===== src/rtl/truth_table_sequencer.sv =====
// truth_table_sequencer: sweeps every input combination of a small
// combinational unit, waits SETTLE cycles per combination, samples the
// unit's single output and compares the captured truth table to EXPECTED.
//
// state  | meaning
// IDLE   | waiting for start; tt holds the last result
// WAIT   | stim applied, counting settle cycles
// SAMPLE | capture f_in into tt[stim], advance or finish
// DONE   | result valid on tt/pass until ack
module truth_table_sequencer #(
  parameter int N_INPUTS = 2,
  parameter int SETTLE   = 2,
  parameter logic [2**N_INPUTS-1:0] EXPECTED = {(2**N_INPUTS){1'b1}}
) (
  input  logic                   clk,
  input  logic                   reset,
  input  logic                   start,
  input  logic                   ack,
  input  logic                   f_in,
  output logic [N_INPUTS-1:0]    stim,
  output logic                   busy,
  output logic                   done,
  output logic [2**N_INPUTS-1:0] tt,
  output logic                   pass
);

  localparam int N_COMB = 2**N_INPUTS;
  localparam int CNT_W  = (SETTLE > 1) ? $clog2(SETTLE) : 1;
  localparam logic [CNT_W-1:0]    CNT_LAST  = CNT_W'(SETTLE - 1);
  localparam logic [N_INPUTS-1:0] STIM_LAST = {N_INPUTS{1'b1}};

  typedef enum logic [1:0] {
    IDLE   = 2'd0,
    WAIT   = 2'd1,
    SAMPLE = 2'd2,
    DONE   = 2'd3
  } state_t;

  state_t              r_state;
  logic [CNT_W-1:0]    r_cnt;
  logic [N_INPUTS-1:0] r_stim;
  logic [N_COMB-1:0]   r_tt;
  logic                r_busy;
  logic                r_done;
  logic                r_pass;
  logic [N_COMB-1:0]   w_tt_next;

  // Truth table as it will look once the current sample is written; used
  // so pass can be registered on the same edge that enters DONE.
  always_comb begin
    w_tt_next         = r_tt;
    w_tt_next[r_stim] = f_in;
  end

  // Sequencer FSM with registered status outputs.
  always_ff @(posedge clk or posedge reset) begin
    if (reset) begin
      r_state <= IDLE;
      r_cnt   <= '0;
      r_stim  <= '0;
      r_tt    <= '0;
      r_busy  <= 1'b0;
      r_done  <= 1'b0;
      r_pass  <= 1'b0;
    end else begin
      case (r_state)
        IDLE: begin
          if (start) begin
            r_state <= WAIT;
            r_tt    <= '0;
            r_stim  <= '0;
            r_cnt   <= '0;
            r_busy  <= 1'b1;
          end
        end
        WAIT: begin
          if (r_cnt == CNT_LAST) begin
            r_state <= SAMPLE;
          end else begin
            r_cnt <= r_cnt + 1'b1;
          end
        end
        SAMPLE: begin
          r_tt  <= w_tt_next;
          r_cnt <= '0;
          if (r_stim == STIM_LAST) begin
            // stim deliberately holds at all-ones: no wrap-around.
            r_state <= DONE;
            r_busy  <= 1'b0;
            r_done  <= 1'b1;
            r_pass  <= (w_tt_next == EXPECTED);
          end else begin
            r_stim  <= r_stim + 1'b1;
            r_state <= WAIT;
          end
        end
        DONE: begin
          // ack takes priority; a simultaneous start is dropped.
          if (ack) begin
            r_state <= IDLE;
            r_done  <= 1'b0;
            r_pass  <= 1'b0;
          end
        end
        default: begin
          r_state <= IDLE;
          r_busy  <= 1'b0;
          r_done  <= 1'b0;
          r_pass  <= 1'b0;
        end
      endcase
    end
  end

  assign stim = r_stim;
  assign busy = r_busy;
  assign done = r_done;
  assign tt   = r_tt;
  assign pass = r_pass;

endmodule


===== config.mk =====
export PLATFORM = sky130hd
export DESIGN_NAME = truth_table_sequencer
export DESIGN_NICKNAME = d
export VERILOG_FILES = /design/src/rtl/truth_table_sequencer.sv
export SDC_FILE = /design/constraint.sdc
export NUM_CORES = 1
export LEC_CHECK = 0
export CAP_MARGIN = 20
export CORE_MARGIN = 2
export CORE_UTILIZATION = 45
export CTS_CLUSTER_SIZE = 40
export DETAILED_ROUTE_END_ITERATION = 6
export GPL_ROUTABILITY_DRIVEN = 0
export PLACE_DENSITY = 0.79
export SETUP_SLACK_MARGIN = 0.05
export SYNTH_ARGS = -nofsm -noshare
export SYNTH_HDL_FRONTEND = slang
export SYNTH_SLANG_ARGS = --single-unit

===== constraint.sdc =====
create_clock -name clk -period 3 [get_ports clk]
set_input_delay 0.6 -clock clk [delete_from_list [all_inputs] [get_ports clk]]
set_output_delay 0.6 -clock clk [all_outputs]
set_load 0.01 [all_outputs]

==> flow_metrics.tcl <==
set metrics [dict create \
    htree_levels 1 \
    antenna_found_initial 0 \
    grt_pass1_wl_um 2070 \
    synthCells 61 \
    ys_seq_elements 12 \
    viasPerCell 5.53 \
    grtUsageTotal 0.162 \
    hpwl_um 911 \
    layout_min_cycle_time_ns 1.87 \
    critPathBufInv 1 \
    cts_hold_buf 0 \
    routed_wl_um 1250 \
    setup_viol 0 \
    dr_total_vias 503 \
    clock_latency_ns 0.27 \
    status "finished clean" \
    ir_worst_vdd_uv 597 \
    cp_slowest_cell "clkdlybuf4s50_1" \
    grt_overflow 0 \
    die_x_um 42.0 \
    mostFrequentLayoutCells "clkdlybuf4s50_1, dfrtp_1, a22o_1, inv_1" \
    hold_violations 0 \
    cp_top_family "buffers and inverters" \
    drc 0 \
    comb_power_share 0.471 \
    cts_resized 0 \
    seqPwrFrac 0.400 \
    cts-root-buf "clkbuf_4" \
    fmax_mhz 536 \
    initial_core_util 0.492 \
    cp.arrival_ns 1.27 \
    critPathMaxFanout 6 \
    final-max-slew-violation-count 0 \
    die-area_mm2 0.00176 \
    synth_cell_types 20 \
    syn_to_final_growth_pct 25.7 \
    cts_tree "yes" \
    synth_fp_nets 70 \
    cts_inserted_buffers 3 \
    ys_seq_area_frac 0.463 \
    final_common_cell "clkdlybuf4s50_1" \
    leakagePower_uw 0.000379 \
    cts.path.max_buffers 2 \
    cp-start-kind "register" \
    clock_power_share 0.129 \
    drive_above_1_share 0.145 \
    fin_setup_tns_ns 0 \
    layout.nets 87 \
    p_int_uw 467 \
    routedWlPerCell_um 13.7 \
    path_cells "clkdlybuf4s50_1" \
    clock-sinks 12 \
    num_rows 13 \
    drv_cap 0 \
    first_global_vias 458 \
    die_h_um 42.0 \
    switching_share 0.380 \
    max_slew_margin 0.677 \
    num_antenna_cells 0 \
    synth_warnings 0 \
    powerDensity_mw_per_mm2 925 \
    clkSlewWorstSetupHoldPaths_ns 0.07 \
    worst_pin_slew_ns 0.484 \
    portBuffers 13 \
    core_mm2 0.00132 \
    ios 14 \
    whs_ns 0.507 \
    endpoint_kind "primary output" \
    p_sw_uw 286 \
    postCtsSetupBuffers 0 \
    hp-class "reg2reg" \
    synth.avg_cell_area_um2 10.6 \
    slowest_delay_ns 0.57 \
    fin_util 0.618 \
    worst_ep_required_time_ns 2.40 \
    ant_nets 0 \
    skew_ns 0.00408 \
    synth_area_um2 648 \
    min_period_over_period 0.622 \
    firstDrtPassIters 4 \
    grt_max_degree 17 \
    drt-initial-drc-count 4 \
    path_class "reg2out" \
    rsz0062_at_grt "false" \
]
==> cell usage after synthesis <==
| cell type | count | area, um^2 |
|---|---|---|
| a21bo_1 | 1 | 10.0 |
| a21o_1 | 1 | 7.51 |
| a21oi_1 | 2 | 10.0 |
| a22o_1 | 8 | 70.1 |
| a32o_1 | 1 | 10.0 |
| and2b_2 | 1 | 8.76 |
| buf_2 | 1 | 5.00 |
| dfrtp_1 | 12 | 300 |
| ha_1 | 4 | 50.1 |
| inv_1 | 6 | 22.5 |
| mux2_2 | 5 | 56.3 |
| nand2_1 | 5 | 18.8 |
| nand2b_1 | 1 | 6.26 |
| nor2_1 | 4 | 15.0 |
| nor2b_2 | 1 | 8.76 |
| nor3_1 | 1 | 5.00 |
| o21ai_0 | 4 | 20.0 |
| o21ai_2 | 1 | 8.76 |
| o22ai_1 | 1 | 6.26 |
| o41ai_1 | 1 | 8.76 |
==> cell type report <==
class / instances / area, um^2
Inverter: 6 / 22.5
Fill cell: 99 / 503
Clock buffer: 3 / 22.5
Tap cell: 15 / 18.8
Multi-Input combinational cell: 42 / 320
Timing Repair Buffer: 13 / 130
Sequential cell: 12 / 300
==> per-stage QoR <==
step                      total power [uW]  worst slack (ns)  area [um^2]  instances
after floorplan                        523              1.61          648         61
after global placement                 645              1.22          792         88
after detailed placement               656              1.18          792         88
after CTS                              754              1.13          815         91
after global routing                   813              1.07          815         91
final                                  753              1.13          815         91
==> state kept, by name (all words and copies together), names as in the netlist <==
| name | cells |
|---|---|
| tt | 4 |
| r_cnt | 1 |
| pass | 1 |
| stim | 2 |
| busy | 1 |
| done | 1 |
| r_state | 2 |
==> cell families after synthesis <==
logic type,synth area share
adders and majority gates,0.0772
muxes,0.0869
and+or+nand+nor,0.0965
DFF,0.463
AOI/OAI and AO/OA,0.234
buffers and inverters,0.0425
==> power by group through the flow <==
stage	logic, uW	clock network, uW	registers, uW
final	355	97.5	301
after global routing	390	109	314
after CTS	357	97.7	300
after detailed placement	353	0	303
after global placement	343	0	302
after floorplan	227	0	296
==> metal layers <==
layer,track usage,wire [um]
met1,0.193,585
met2,0.253,579
met3,0.0783,64
met4,0.0581,17
met5,0,0
==> final timing paths <==
path | endpoint | slack [ns] | cells past startpoint | start
max reg2reg | tt[2]$_DFFE_PP0P_ | 1.55 | 4 | stim[0]$_DFFE_PP0P_
min | r_cnt$_DFFE_PP0P_ | 0.51 | 1 | r_cnt$_DFFE_PP0P_
min in group asynchronous | done$_DFFE_PP0P_ | 0.62 | 2 | reset
min reg2reg | r_cnt$_DFFE_PP0P_ | 0.51 | 1 | r_cnt$_DFFE_PP0P_
max in group asynchronous | stim[0]$_DFFE_PP0P_ | 2.06 | 2 | reset
max | stim[1] | 1.13 | 1 | stim[1]$_DFFE_PP0P_
(Power assumes the default switching activity.)
